### config.mk
export PLATFORM = sky130hd
export DESIGN_NAME = rv32m_execute
export DESIGN_NICKNAME = d
export VERILOG_FILES = /design/src/rtl/rv32m_pkg.sv /design/src/rtl/rv32m_radix2_divider.sv /design/src/rtl/rv32m_execute.sv
export SDC_FILE = /design/constraint.sdc
export NUM_CORES = 1
export LEC_CHECK = 0
export BUFFER_PORTS_ARGS = -buffer_cell sky130_fd_sc_hd__buf_2
export CAP_MARGIN = 20
export CORE_MARGIN = 3
export CORE_UTILIZATION = 45
export CTS_CLUSTER_DIAMETER = 200
export CTS_CLUSTER_SIZE = 14
export DETAILED_ROUTE_END_ITERATION = 10
export HOLD_SLACK_MARGIN = 0.12
export MAX_ROUTING_LAYER = met4
export PLACE_DENSITY = 0.6
export RECOVER_POWER = 25
export SLEW_MARGIN = 20
export SYNTH_ARGS = -nofsm -noshare
export SYNTH_HDL_FRONTEND = slang
export SYNTH_SLANG_ARGS = --single-unit
### constraint.sdc
create_clock -name CLK -period 5.6 [get_ports CLK]
set_clock_uncertainty 0.05 [all_clocks]
set_input_delay 0.84 -clock CLK [delete_from_list [all_inputs] [get_ports CLK]]
set_output_delay 0.84 -clock CLK [all_outputs]
set_load 0.03 [all_outputs]
### src/rtl/rv32m_pkg.sv
// rv32m_pkg: shared types and constants for the RV32M decode/execute slice.
//   decode_execute_t   control word from RV32M decode (op select, signedness,
//                      lower_word, start)
//   rv32m_exec_state_t execute-unit FSM states
//   rv32m_special_t    divide special cases resolved at accept
package rv32m_pkg;

  localparam int unsigned XLEN             = 32;
  localparam int unsigned RV32M_ITERATIONS = 32;
  localparam int unsigned CNT_W            = 6;

  typedef enum logic [1:0] {
    sign_sign   = 2'd0,
    sign_usign  = 2'd1,
    usign_usign = 2'd2
  } rv32m_signedness_t;

  typedef struct packed {
    logic              mul;
    logic              div;
    logic              rem;
    rv32m_signedness_t signedness;
    logic              lower_word;
    logic              start;
  } decode_execute_t;

  typedef enum logic [2:0] {
    IDLE  = 3'd0,
    MUL   = 3'd1,
    DIV   = 3'd2,
    FIXUP = 3'd3,
    DONE  = 3'd4
  } rv32m_exec_state_t;

  typedef enum logic [1:0] {
    SPECIAL_NONE     = 2'd0,
    SPECIAL_DIV_ZERO = 2'd1,
    SPECIAL_OVERFLOW = 2'd2
  } rv32m_special_t;

endpackage

### src/rtl/rv32m_radix2_divider.sv
// rv32m_radix2_divider: one combinational restoring-divide step on magnitudes.
//   rem_i/quo_i   partial remainder / quotient (quo_i still holds the
//                 unconsumed dividend bits in its upper end)
//   divisor_i     divisor magnitude
//   rem_o/quo_o   partial remainder / quotient after this step
module rv32m_radix2_divider
  import rv32m_pkg::*;
(
  input  logic [XLEN-1:0] rem_i,
  input  logic [XLEN-1:0] quo_i,
  input  logic [XLEN-1:0] divisor_i,
  output logic [XLEN-1:0] rem_o,
  output logic [XLEN-1:0] quo_o
);

  logic [XLEN:0]   shifted;
  logic [XLEN+1:0] diff;

  // Shift in the next dividend bit, trial-subtract, restore on borrow.
  always_comb begin
    shifted = {rem_i, quo_i[XLEN-1]};
    diff    = {1'b0, shifted} - {2'b00, divisor_i};
    if (diff[XLEN+1]) begin
      // Borrow implies shifted < divisor, so it fits in XLEN bits.
      rem_o = shifted[XLEN-1:0];
      quo_o = {quo_i[XLEN-2:0], 1'b0};
    end else begin
      rem_o = diff[XLEN-1:0];
      quo_o = {quo_i[XLEN-2:0], 1'b1};
    end
  end

endmodule

### src/rtl/rv32m_execute.sv
// rv32m_execute: iterative RV32M multiply/divide execute unit.
//   CLK, RST        clock, synchronous active-high reset
//   decode_execute  op select, signedness, lower_word, start
//   rs1_data        operand A / dividend
//   rs2_data        operand B / divisor
//   flush           abort in-flight op, no done pulse
//   busy            op in progress (MUL/DIV/FIXUP)
//   done            one-cycle pulse, result valid
//   result          held until the next accepted start
module rv32m_execute
  import rv32m_pkg::*;
(
  input  logic            CLK,
  input  logic            RST,
  input  decode_execute_t decode_execute,
  input  logic [31:0]     rs1_data,
  input  logic [31:0]     rs2_data,
  input  logic            flush,
  output logic            busy,
  output logic            done,
  output logic [31:0]     result
);

  rv32m_exec_state_t state_q, state_d;
  logic [CNT_W-1:0]  cnt_q, cnt_d;
  logic [2*XLEN-1:0] acc_q, acc_d;     // mul: {hi, lo} product; div: {rem, quo}
  logic [XLEN-1:0]   op_q, op_d;       // mul: multiplicand; div: divisor magnitude
  logic              neg_res_q, neg_res_d;
  logic              neg_rem_q, neg_rem_d;
  logic              is_mul_q, is_mul_d;
  logic              is_rem_q, is_rem_d;
  logic              lower_q, lower_d;
  logic              busy_q, busy_d;
  logic              done_q, done_d;
  logic [XLEN-1:0]   result_q, result_d;

  logic              op_valid_c, accept_c, a_signed_c, b_signed_c, a_neg_c, b_neg_c;
  logic [XLEN-1:0]   a_mag_c, b_mag_c;
  rv32m_special_t    special_c;
  logic [XLEN:0]     mul_sum_c;
  logic [2*XLEN-1:0] prod_fix_c;
  logic [XLEN-1:0]   div_rem_c, div_quo_c;

  // Operand decode: exactly one op, MULHSU treats rs1 signed and rs2 unsigned.
  always_comb begin
    op_valid_c = decode_execute.start &&
                 ({decode_execute.mul, decode_execute.div, decode_execute.rem} inside
                  {3'b100, 3'b010, 3'b001});
    accept_c   = op_valid_c && ((state_q == IDLE) || (state_q == DONE));
    a_signed_c = decode_execute.mul ? (decode_execute.signedness != usign_usign)
                                    : (decode_execute.signedness == sign_sign);
    b_signed_c = (decode_execute.signedness == sign_sign);
    a_neg_c    = a_signed_c && rs1_data[XLEN-1];
    b_neg_c    = b_signed_c && rs2_data[XLEN-1];
    a_mag_c    = a_neg_c ? -rs1_data : rs1_data;
    b_mag_c    = b_neg_c ? -rs2_data : rs2_data;
    special_c  = SPECIAL_NONE;
    if (!decode_execute.mul) begin
      if (rs2_data == '0)
        special_c = SPECIAL_DIV_ZERO;
      else if ((decode_execute.signedness == sign_sign) &&
               (rs1_data == 32'h8000_0000) && (rs2_data == 32'hFFFF_FFFF))
        special_c = SPECIAL_OVERFLOW;
    end
  end

  // Shift-add multiply step: add multiplicand to the high half when lsb set.
  always_comb begin
    mul_sum_c  = {1'b0, acc_q[2*XLEN-1:XLEN]} + {1'b0, (acc_q[0] ? op_q : '0)};
    prod_fix_c = neg_res_q ? -acc_q : acc_q;
  end

  rv32m_radix2_divider u_div_step (
    .rem_i     (acc_q[2*XLEN-1:XLEN]),
    .quo_i     (acc_q[XLEN-1:0]),
    .divisor_i (op_q),
    .rem_o     (div_rem_c),
    .quo_o     (div_quo_c)
  );

  // Next-state and datapath control.
  always_comb begin
    state_d   = state_q;
    cnt_d     = cnt_q;
    acc_d     = acc_q;
    op_d      = op_q;
    neg_res_d = neg_res_q;
    neg_rem_d = neg_rem_q;
    is_mul_d  = is_mul_q;
    is_rem_d  = is_rem_q;
    lower_d   = lower_q;
    busy_d    = busy_q;
    done_d    = 1'b0;
    result_d  = result_q;

    case (state_q)
      IDLE, DONE: begin
        state_d = IDLE;
        busy_d  = 1'b0;
        if (accept_c) begin
          is_mul_d  = decode_execute.mul;
          is_rem_d  = decode_execute.rem;
          lower_d   = decode_execute.lower_word;
          neg_res_d = a_neg_c ^ b_neg_c;
          neg_rem_d = a_neg_c;
          cnt_d     = '0;
          if (decode_execute.mul) begin
            acc_d   = {{XLEN{1'b0}}, b_mag_c};
            op_d    = a_mag_c;
            state_d = MUL;
            busy_d  = 1'b1;
          end else if (special_c == SPECIAL_DIV_ZERO) begin
            result_d = decode_execute.div ? 32'hFFFF_FFFF : rs1_data;
            state_d  = DONE;
            done_d   = 1'b1;
          end else if (special_c == SPECIAL_OVERFLOW) begin
            result_d = decode_execute.div ? 32'h8000_0000 : 32'h0000_0000;
            state_d  = DONE;
            done_d   = 1'b1;
          end else begin
            acc_d   = {{XLEN{1'b0}}, a_mag_c};
            op_d    = b_mag_c;
            state_d = DIV;
            busy_d  = 1'b1;
          end
        end
      end
      MUL, DIV: begin
        acc_d = (state_q == MUL) ? {mul_sum_c, acc_q[XLEN-1:1]} : {div_rem_c, div_quo_c};
        // Counter stops at the last step rather than wrapping.
        if (cnt_q == CNT_W'(RV32M_ITERATIONS - 1))
          state_d = FIXUP;
        else
          cnt_d = cnt_q + CNT_W'(1);
      end
      FIXUP: begin
        if (is_mul_q)
          result_d = lower_q ? prod_fix_c[XLEN-1:0] : prod_fix_c[2*XLEN-1:XLEN];
        else if (is_rem_q)
          result_d = neg_rem_q ? -acc_q[2*XLEN-1:XLEN] : acc_q[2*XLEN-1:XLEN];
        else
          result_d = neg_res_q ? -acc_q[XLEN-1:0] : acc_q[XLEN-1:0];
        state_d = DONE;
        busy_d  = 1'b0;
        done_d  = 1'b1;
      end
      default: begin
        state_d = IDLE;
        busy_d  = 1'b0;
      end
    endcase

    // Flush wins over everything, including a same-cycle start.
    if (flush) begin
      state_d  = IDLE;
      busy_d   = 1'b0;
      done_d   = 1'b0;
      result_d = result_q;
    end
  end

  // State register.
  always_ff @(posedge CLK) begin
    if (RST) begin
      state_q   <= IDLE;
      cnt_q     <= '0;
      acc_q     <= '0;
      op_q      <= '0;
      neg_res_q <= 1'b0;
      neg_rem_q <= 1'b0;
      is_mul_q  <= 1'b0;
      is_rem_q  <= 1'b0;
      lower_q   <= 1'b0;
      busy_q    <= 1'b0;
      done_q    <= 1'b0;
      result_q  <= '0;
    end else begin
      state_q   <= state_d;
      cnt_q     <= cnt_d;
      acc_q     <= acc_d;
      op_q      <= op_d;
      neg_res_q <= neg_res_d;
      neg_rem_q <= neg_rem_d;
      is_mul_q  <= is_mul_d;
      is_rem_q  <= is_rem_d;
      lower_q   <= lower_d;
      busy_q    <= busy_d;
      done_q    <= done_d;
      result_q  <= result_d;
    end
  end

  assign busy   = busy_q;
  assign done   = done_q;
  assign result = result_q;

endmodule
==> results of run 1 <==
## layout make-up
cell class / count / area share
inverter: 68 / 0.01606
multi-input combinational: 1745 / 0.6838
timing repair buffer: 142 / 0.04826
clock inverter: 13 / 0.007479
tap: 435 / 0.03425
clock buffer: 19 / 0.02850
antenna: 1 / 0.0001575
sequential: 144 / 0.1815
## worst max-delay path: cells and delay by family
kind            cells  cell delay [ns]
compound gates      5             1.04
fa+ha+maj           1             0.32
buf+inv             3             0.39
simple gates        7             2.28
## state kept, by name, summed over array words and instances (netlist names), 3 cells and up
register	flops
state_q	3
op_q	32
acc_q	64
result	32
cnt_q	6
## layer usage
metal / up-vias / share of wire / wire, um
met5: - / 0 / 0
li1: 7671 / - / -
met4: 0 / 0.038 / 2268
met1: 7673 / 0.45 / 26770
met2: 798 / 0.43 / 25670
met3: 103 / 0.085 / 5074
## where the power goes
part           leakage, nW  switching (W)  total [W]  internal [W]
logic                 4.53       0.000951    0.00146      0.000513
registers             1.17       0.000118    0.00120       0.00108
clock network        0.277       0.000555    0.00116      0.000609
## worst paths after layout
kind               startpoint  slack [ns]        end
hold reg to reg       op_q[5]        0.41    op_q[5]
setup reg to reg     acc_q[0]        1.18  acc_q[62]
setup / recovery  rs2_data[5]        1.05  result[2]
hold / removal        op_q[5]        0.41    op_q[5]
## cell usage in the layout, fill, tap and decap left out, drive strengths merged, types with 6 or more instances in the layout
master and n:
a211oi 74, a21o 26, a21oi 190, a221oi 21, a22o 6, a22oi 10
a311oi 17, a31oi 32, and2 10, and3 7, buf 107, clkbuf 54
dfxtp 144, ha 71, inv 75, mux2i 24, nand2 290, nand2b 20
nand3 32, nand3b 6, nand4 22, nor2 193, nor2b 15, nor3 38
nor4 19, o211ai 41, o21ai 212, o21bai 10, o221ai 10, o22ai 6
o31ai 22, o41ai 18, or2 9, or3 20, or4 18, xnor2 101
xor2 93
## kinds of logic after synthesis
| kind of cell | after synthesis | share of synthesized area |
|---|---|---|
| and+or+nand+nor | 714 | 0.2232 |
| xor gates and xnor gates | 194 | 0.1152 |
| adders and majority gates | 73 | 0.06292 |
| buffers and inverters | 246 | 0.07013 |
| AOI/OAI and AO/OA | 739 | 0.3162 |
| DFF | 144 | 0.1954 |
| muxes | 25 | 0.01704 |
## per-stage QoR
stage | cell area, sq um | power (W) | utilization | hold slack, ns
3_3_place_gp | 15360 | 0.002637 | 0.4807 | 0.3911
4_1_cts | 15940 | 0.003794 | 0.4986 | 0.4057
2_1_floorplan | 14760 | 0.002197 | - | 0.3819
3_5_place_dp | 15360 | 0.002639 | 0.4807 | 0.3964
5_1_grt | 15890 | 0.004008 | 0.4972 | 0.4254
6_report | 15890 | 0.003827 | 0.4972 | 0.4077
==> summary.md, run 1 <==
| Metric | Value |
|---|---|
| Worst slew pin tran | between 1 and 1.5 ns |
| RSZ-0062 raised after global routing | no |
| First-pass GRT wire length | approximately 90000 um |
| Slowest CP cell | nor4_1 |
| Remaining antenna violation count | 0 |
| Critical Path RT | ~5.9 ns |
| Postcts setup bufs | 0 |
| Post-DP HPWL | 46730 um |
| Synth Warn # | 0 |
| LEAKAGE | 5.977 nW |
| WL final | 59770 um |
| Drt wl/cell | approximately 23 um |
| Die Y | 187.1 um |
| VDD IR max | 0.2231 mV |
| M2 GR Usage | 0.4879 |
| Post-synth top area share | 0.1954 |
| Vias per inst | 6.328 |
| Data arrival, critical path | 4.86 ns |
| Post-Syn Area | between 0.01 and 0.015 sq mm |
| Syn_nets | approximately 2300 |
| Port Buf Inserts | about 110 |
| Min cycle time layout | between 4 and 5 ns |
| Hold WC Path Type | reg2reg |
| Grt met3 use | 0.04104 |
| Post-CTS Resized | 0 |
| Die ar. | between 0.03 and 0.04 sq mm |
| Drt first pass iters | 6 |
| Largest net degree at the start of global routing | between 70 and 80 |
| Seq. cell area | roughly 0.0029 sq mm |
| TritonCTS Buffers | 17 |
| GP Congestion | 0.9745 |
| Met1 usage | 0.4812 |
| Worst setup margin | 1.053 ns |
| Synth top cells by count | nand2_1, o21ai_0, nor2_1 |
| Post-synth ARST share | 0 |
| Hold_buf cts | 0 |
| Fin cells | 2567 |
| Fill count | around 3300 |
| CTS tree | yes |
| Root Driver | clkbuf_16 |
| Register area share after synthesis | 0.1954 |
| Syn Area/Cell | 6.911 sq um |
| Max-cap viol count | 0 |
| CTS Sinks | roughly 140 |
| Worst path max stage delay | approximately 0.46 ns |
| Max_slew headroom | 0.04604 |
| Final Slew Violations | 0 |
| Die Wd | 187.1 um |
| Clk_lat worst skew | 0.45 ns |
| CP cell instances | buf_2 > nor4_1 > buf_4 > nand4b_1 > nor4_4 > nand3b_1 > nor4_1 > inv_1 > ha_1 > or2_2 > a21o_1 > a21o_1 > a21oi_1 > and2b_1 > o21ai_0 > o21ai_0 |
| Ports | 108 |
| Synth Instances | 2135 |
| Dpl ws | 0.7133 ns |
| Top Usage Layer GRT | met2 |
| Critical path peak fanout | 13 |
| Via Count | 16250 |
| Area leader, netlist | dfxtp_1 |
| Initial Utilization | 0.4617 |
| Hold Fails Final Rpt | 0 |
| Post-synth EDFFs | 0 |
| CTS clk-pin slew, worst paths | roughly 0.070 ns |
| Synth top area cells | dfxtp_1, nand2_1, o21ai_0, a21oi_1, ha_1 |
| Synthesized flop and latch total | about 140 |
| Tcrit/Tclk final | 0.8119 |
| Worst Setup End Kind | flop |
| Kind of critical path | in2reg |
| Pwr dens | 240.8 mW/mm^2 |
| Area growth syn-to-layout | 7.708% |
| Outcome | complete, no violations |
| Initial antenna violation count | 2 |
| Multi-input logic area | 0.01087 sq mm |
| Vias in the first global route | 14580 |
| Final setup violation count | 0 |
| Gr usage total | 0.3372 |
| Row count | 65 |
| FMAX | 0.2199 GHz |
| Worst Hold Path Cells | 2 |
| Fin nets | 2265 |
| GRT overflow | 0 |
| CP startpoint kind | primary input |
| Final TNS setup | 0 ns |
| Drt initial violations | about 2000 |
| Post-synth top flop | dfxtp_1 |
| Layout cells sized above 1 | 0.08306 |
| Core area | 0.03196 sq mm |
| Synth unique cells | 84 |
| Htree depth | 4 |
| DRC violations left | 0 |
| Maximum clock insertion buffer count | 2 |
| Worst R2R Path Depth | 14 |
| Most numerous cell in the Yosys netlist | nand2_1 |
| Placed cell count | 2534 |
Note: power is estimated with default switching activity, not from simulation.
==> inputs of run 2 (changes only) <==
Settings changed: PLACE_DENSITY 0.6 to 0.63.
Clock period 5.6 ns to 3.9 ns, I/O delays scaled along.
==> run 2 against run 1 <==
Flip-flop and latch count is the same. Critical path type is now reg2reg. Global-route usage is essentially flat. Largest power group unchanged. Non-clock buffer count grew 120. Sequential power grew 40%.
==> summary.md, run 2 (same netlist as run 1, synthesis figures left out) <==
| Metric | Value |
|---|---|
| Critical path peak fanout | 12 (-1) |
| Kind of critical path | reg2reg |
| CP startpoint kind | flop |
| Hold WC Path Type | in2reg |
| Worst path max stage delay | 0.58 ns (+0.12 ns) |
| LEAKAGE | 6.599 nW (+10%) |
| Power share of the sequential group | 0.298 (-0.015) |
| Switch share | 0.4107 (-0.01373) |
| Final core occ | 0.5300 (+0.03273) |
| Largest net degree at the start of global routing | 79 (+1.3%) |
| CTS clk-pin slew, worst paths | 0.07 ns (about the same) |
| Drt first pass iters | 5 (-1) |
| Worst r2r src | acc_q[40] |
| Layout cells sized above 1 | 0.1373 (+0.05421) |
| Data arrival, critical path | 3.97 ns (-0.89 ns) |
| CTS Sinks | 144 (unchanged) |
| DRC violations left | 0 (unchanged) |
| Slowest CP cell | nor3_1 |
| Initial Utilization | 0.4617 (unchanged) |
| Ports | 108 (unchanged) |
| Gr usage total | 0.3371 (about the same) |
| Max-cap viol count | 0 (unchanged) |
| Drt wl/cell | 22.22 um (-4.6%) |
| Tcrit/Tclk final | 0.9544 |
| Commonest cells after routing, fill and taps aside | nand2_1, o21ai_0, nor2_1 |
| Clock Power Share | 0.298 (-0.006) |
| Area growth syn-to-layout | 14.80% |
| Final Slew Violations | 0 (unchanged) |
| RSZ-0062 raised after global routing | no |
| Hold wc startpoint | decode_execute[1] |
| Vias per inst | 6.264 (-1.0%) |
| Hold Fails Final Rpt | 0 (unchanged) |
| Via Count | 16820 (+3.6%) |
| Worst path bufs/invs | 0 (-3) |
| Htree depth | 4 (unchanged) |
| Hold_buf cts | 0 (unchanged) |
| Max reg flops | 64 (unchanged) |
| Final setup violation count | 0 (unchanged) |
| Remaining antenna violation count | 0 (unchanged) |
| Worst Setup End Kind | flop |
| Root Driver | clkbuf_16 |
| Biggest register | acc_q |
| Crit path top cell by count | or3_1 |
| Min cycle time layout | 3.722 ns |
| Fin nets | 2385 (+5.3%) |
| Pwr dens | 332.5 mW/mm^2 (+38%) |
| GP Congestion | 1.031 (+5.8%) |
| Maximum clock insertion buffer count | 2 (unchanged) |
| Port Buf Inserts | 107 (unchanged) |
| GRT overflow | 0 (unchanged) |
| Die Wd | 187.1 um (unchanged) |
| Multi-input logic area | 0.01096 sq mm (+0.85%) |
| Die ar. | 0.03500 sq mm (unchanged) |
| Post-DP HPWL | 47320 um (+1.3%) |
| Seq. cell area | 0.002884 sq mm (unchanged) |
| Initial antenna violation count | 0 (-2) |
| Psw | 0.002313 W (+42%) |
| Drt initial violations | 2069 (+5.4%) |
| Worst slew pin tran | 1.405 ns (-0.02578 ns) |
| Most common cell after layout, fill and taps aside | nand2_1 |
| Row count | 65 (unchanged) |
| Core area | 0.03196 sq mm (unchanged) |
| Max_slew headroom | 0.06323 (+0.01719) |
| ANT cells | 0 (-1) |
| Pwr Total | 0.005632 W (+47%) |
| Int Pwr | 0.003319 W (+51%) |
| CP cell instances | nor3_1 > nand2_1 > or4_1 > or3_1 > or3_1 > o21ai_1 > xor2_1 > o221ai_1 > a21oi_1 > a211oi_1 |
| Clk_lat worst skew | 0.44 ns (about the same) |
| Vias in the first global route | 15240 (+4.5%) |
| Critical Path RT | 4.15 ns (-1.77 ns) |
| Comb pwr share | 0.404 (+0.022) |
| First-pass GRT wire length | 90420 um (+0.65%) |
| Fill count | 3218 (-3.4%) |
| FMAX | 0.2687 GHz |
| Final TNS setup | 0 ns (unchanged) |
| Crit-path leading delay family | simple AND/OR/NAND/NOR gates |
| WL final | 59680 um (-0.16%) |
| VDD IR max | 0.3306 mV (+48%) |
| CTS tree | yes |
| Outcome | complete, no violations |
| TritonCTS Buffers | 17 (unchanged) |
| Worst Setup SP | acc_q[40] |
| Die Y | 187.1 um (unchanged) |
## run 2: cell types whose count changed in the layout (fill, tap and decap cells not counted), sizes merged
cell | before | now
buf | 107 | 224
bufinv | 0 | 1
clkbuf | 54 | 56
clkinvlp | 2 | 3
diode | 1 | 0
inv | 75 | 74
## run 2: stage by stage
| step | hold slack, ns | cells | instance area [sq um] | setup WS (ns) |
|---|---|---|---|---|
| 2_1_floorplan | 0.3819 | 2135 | 14810 | 0.01596 |
| 3_3_place_gp | 0.3871 | 2653 | 16340 | -0.2305 |
| 3_5_place_dp | 0.3913 | 2653 | 16340 | -0.3920 |
| 4_1_cts | 0.3594 | 2685 | 16920 | 0.01035 |
| 5_1_grt | 0.3741 | 2686 | 16940 | 0.01242 |
| 6_report | 0.3789 | 2686 | 16940 | 0.1778 |
## run 2: path summary, 6_finish.rpt
| check | depth (start not counted) | slack [ns] | endpoint |
|---|---|---|---|
| worst max-delay path | 10 | 0.18 | result[29] |
| worst min-delay path | 3 | 0.38 | lower_q |
| worst max register to register | 10 | 0.18 | result[29] |
| worst min register to register | 2 | 0.40 | op_q[26] |
## run 2: metal layers
layer	track usage	vias up	wire length, um
met5	-	-	0
met4	0.1245	0	2443
met3	0.05922	137	5557
li1	-	7938	-
met2	0.5039	892	25720
met1	0.4554	7857	25950
## run 2: area by class of cell
type	count	area share
clock buffer	18	0.02593
clock inverter	14	0.008568
inverter	68	0.01507
multi-input combinational	1745	0.6471
sequential	144	0.1703
tap	435	0.03213
timing repair buffer	262	0.1010
## run 2: worst register-to-register path, delay by kind of cell, from the launching register on
family / cells / cell delay (ns)
AO/OA/AOI/OAI: 4 / 0.56
AND/OR/NAND/NOR: 5 / 2.21
flip-flops: 1 / 0.50
XOR/XNOR: 1 / 0.27
## run 2: timing repair
item,4_1_cts,5_1_grt
buffers inserted,0,1
endpoints found under the hold margin,0,0
gates resized for setup,0,16
endpoints found under the setup margin,0,19
## run 2: power by group through the flow
| stage | Sequential (W) | Clock [W] | Combinational, W |
|---|---|---|---|
| floorplan | 0.00164 | 0 | 0.00152 |
| global placement | 0.00170 | 0 | 0.00219 |
| detailed placement | 0.00171 | 0 | 0.00220 |
| CTS | 0.00167 | 0.00169 | 0.00221 |
| global route | 0.00169 | 0.00175 | 0.00246 |
| finish | 0.00168 | 0.00168 | 0.00227 |
==> inputs of run 3 (changes only) <==
Settings changed: CORE_UTILIZATION 45 to 55, PLACE_DENSITY 0.63 to 0.75, SLEW_MARGIN 20 to 30.
==> run 3 against run 2 <==
Power rose by 3.1%. Register-to-register slack got worse by 0.05 ns. Critical path depth rose by 4. Global-route usage rose by 7.7 points. Via count rose by 3.9%. Core utilization rose by 12 points. Critical path type unchanged. Largest power group unchanged. Die area fell by 18%.
==> summary.md, run 3 (same netlist as run 1, synthesis figures left out) <==
| Metric | Value |
|---|---|
| Outcome | complete, no violations |
| Clk_lat worst skew | 0.45 ns (about the same) |
| Biggest register | acc_q |
| Hold wc startpoint | decode_execute[1] |
| Drt initial violations | 2492 (+20%) |
| Postcts setup bufs | 0 (unchanged) |
| Critical path peak fanout | 4 (-8) |
| Slowest CP cell | dfxtp_1 |
| Dpl ws | -0.2719 ns (+0.1201 ns) |
| Hold endpoint | lower_q |
| Ports | 108 (unchanged) |
| Data arrival, critical path | 4.06 ns (+0.09 ns) |
| Most common cell after layout, fill and taps aside | nand2_1 |
| Via Count | 17470 (+3.9%) |
| Area growth syn-to-layout | 14.92% |
| Worst Setup SP | acc_q[0] |
| FMAX | 0.2651 GHz (-1.3%) |
| Maximum clock insertion buffer count | 2 (unchanged) |
| Placed cell count | 2568 (-3.2%) |
| Die ar. | 0.02883 sq mm (-18%) |
| Commonest cells after routing, fill and taps aside | nand2_1, o21ai_0, nor2_1 |
| Initial Utilization | 0.5630 (+0.1014) |
| Tcrit/Tclk final | 0.9671 (+0.01273) |
| Pwr dens | 342.5 mW/mm^2 (+3.0%) |
| Drt wl/cell | 23.06 um (+3.8%) |
| Remaining antenna violation count | 0 (unchanged) |
| ANT cells | 0 (unchanged) |
| Worst path max stage delay | 0.42 ns (-0.16 ns) |
| DRC violations left | 0 (unchanged) |
| CTS Sinks | 144 (unchanged) |
| Drt first pass iters | 8 (+3) |
| Top Layer Used | met4 |
| Worst r2r src | acc_q[0] |
| Row count | 59 (-9.2%) |
| Fin nets | 2399 (+0.59%) |
| Initial antenna violation count | 0 (unchanged) |
| CTS tree | yes |
| Die Y | 169.8 um (-9.2%) |
| VDD IR max | 0.3022 mV (-8.6%) |
| Crit-path leading delay family | compound AO/OA/AOI/OAI gates |
| DR WL met3 | 6150 um (+11%) |
| GP Congestion | 1.045 (+1.4%) |
| R2r setup slk | 0.13 ns (-0.05 ns) |
| Kind of critical path | reg2reg |
| Final setup violation count | 0 (unchanged) |
| Hold WC Path Type | in2reg |
| Root Driver | clkbuf_16 |
| WL final | 59950 um (+0.45%) |
| Max-cap viol count | 0 (unchanged) |
| Gr usage total | 0.4141 (+0.07700) |
| FF-to-FF End | acc_q[59] |
| DR WL met2 | 25370 um (-1.4%) |
| RSZ-0062 raised after global routing | no |
| CP cell instances | and2_1 > ha_1 > inv_1 > fa_1 > nand2b_1 > a21oi_1 > nor2_1 > o21bai_1 > a21oi_1 > o211ai_1 > a31oi_1 > o21ai_1 > mux2i_1 > a32o_1 |
| LEAKAGE | 6.700 nW (+1.5%) |
| Worst path bufs/invs | 1 (+1) |
| Final core occ | 0.6470 (+0.1171) |
| Critical Path RT | 4.19 ns (+0.04 ns) |
| M1 WL | 25180 um (-3.0%) |
| Port Buf Inserts | 107 (unchanged) |
| Max reg flops | 64 (unchanged) |
| Max_slew headroom | 0.06929 (+0.006064) |
| Htree depth | 4 (unchanged) |
| CTS clk-pin slew, worst paths | 0.08 ns (about the same) |
| Hold Fails Final Rpt | 0 (unchanged) |
| GRT overflow | 0 (unchanged) |
| Worst setup margin | 0.1282 ns (-0.04965 ns) |
| Worst R2R Path Depth | 14 (+4) |
| Final Slew Violations | 0 (unchanged) |
| TritonCTS Buffers | 17 (unchanged) |
| Core area | 0.02621 sq mm (-18%) |
| Worst Hold Path Cells | 3 (unchanged) |
| CP startpoint kind | flop |
| Fin cells | 2600 (-3.2%) |
| Die Wd | 169.8 um (-9.2%) |
| Worst slew pin tran | 1.396 ns (-0.009096 ns) |
| Vias in the first global route | 15580 (+2.2%) |
| Crit path top cell by count | a21oi_1 |
| Post-DP HPWL | 46570 um (-1.6%) |
| Layout cells sized above 1 | 0.1413 (+0.004008) |
| Largest net degree at the start of global routing | 79 (unchanged) |
| Vias per inst | 6.720 (+7.3%) |
| Worst Setup End Kind | flop |
| First-pass GRT wire length | 90470 um (about the same) |
| Hold_buf cts | 0 (unchanged) |
| Min cycle time layout | 3.772 ns (+0.04965 ns) |
## run 3: cell types whose count changed in the layout (fill, tap and decap cells not counted), sizes merged
| cell | previous run | this run |
|---|---|---|
| clkinv | 4 | 5 |
| clkinvlp | 3 | 0 |
| inv | 74 | 76 |
| clkbuf | 56 | 55 |
| buf | 224 | 238 |
| bufinv | 1 | 2 |
## run 3: layer usage
layer | track usage | up-vias
met2 | 0.5931 | 1102
met3 | 0.06080 | 191
met4 | 0.1959 | 0
li1 | - | 7954
met1 | 0.5719 | 8226
met5 | - | -
## run 3: how the worst max path moves through the flow
stage,end,slack (ns),cells after the start
after global placement,result[0],-0.16,13
after CTS,acc_q[59],0.09,14
after detailed placement,result[5],-0.27,14
after global routing,result[30],0.005,13
final,acc_q[59],0.13,14
after floorplan,result[8],0.02,15
## run 3: worst register-to-register path: stages, from the launching register on
cell and delay [ns]:
dfxtp_1 0.42, and2_1 0.16, ha_1 0.21, inv_1 0.08
fa_1 0.39, nand2b_1 0.21, a21oi_1 0.31, nor2_1 0.11
o21bai_1 0.29, a21oi_1 0.22, o211ai_1 0.33, a31oi_1 0.19
o21ai_1 0.31, mux2i_1 0.13, a32o_1 0.26
## run 3: layout make-up
class,instances,area (sq um)
inverters,68,255.2
well taps,335,419.2
repair buffers,276,1828
multi-input cells,1745,10940
flip-flops and latches,144,2884
fillers,2483,9250
clock inverters,15,209.0
clock buffers,17,425.4
## run 3: what timing repair did
action,CTS,global route
gates resized for setup,0,10
endpoints found under the setup margin,0,10
hold endpoints to repair,0,0
## run 3: through the flow
| stage | total power [W] | TNS, ns | instance area [sq um] | hold slack [ns] |
|---|---|---|---|---|
| 2_1_floorplan | 0.003157 | 0 | 14810 | 0.3819 |
| 3_3_place_gp | 0.003895 | -1.648 | 16340 | 0.3862 |
| 3_5_place_dp | 0.003922 | -4.380 | 16340 | 0.3901 |
| 4_1_cts | 0.005712 | 0 | 16970 | 0.3249 |
| 5_1_grt | 0.006047 | 0 | 16960 | 0.3369 |
| 6_report | 0.005808 | 0 | 16960 | 0.3263 |
## run 3: power breakdown
part	total, W	switching (W)	leakage, nW	internal, W
Combinational	0.00231	0.00145	5.22	0.000864
Clock	0.00182	0.000830	0.311	0.000991
Sequential	0.00167	0.000121	1.17	0.00155
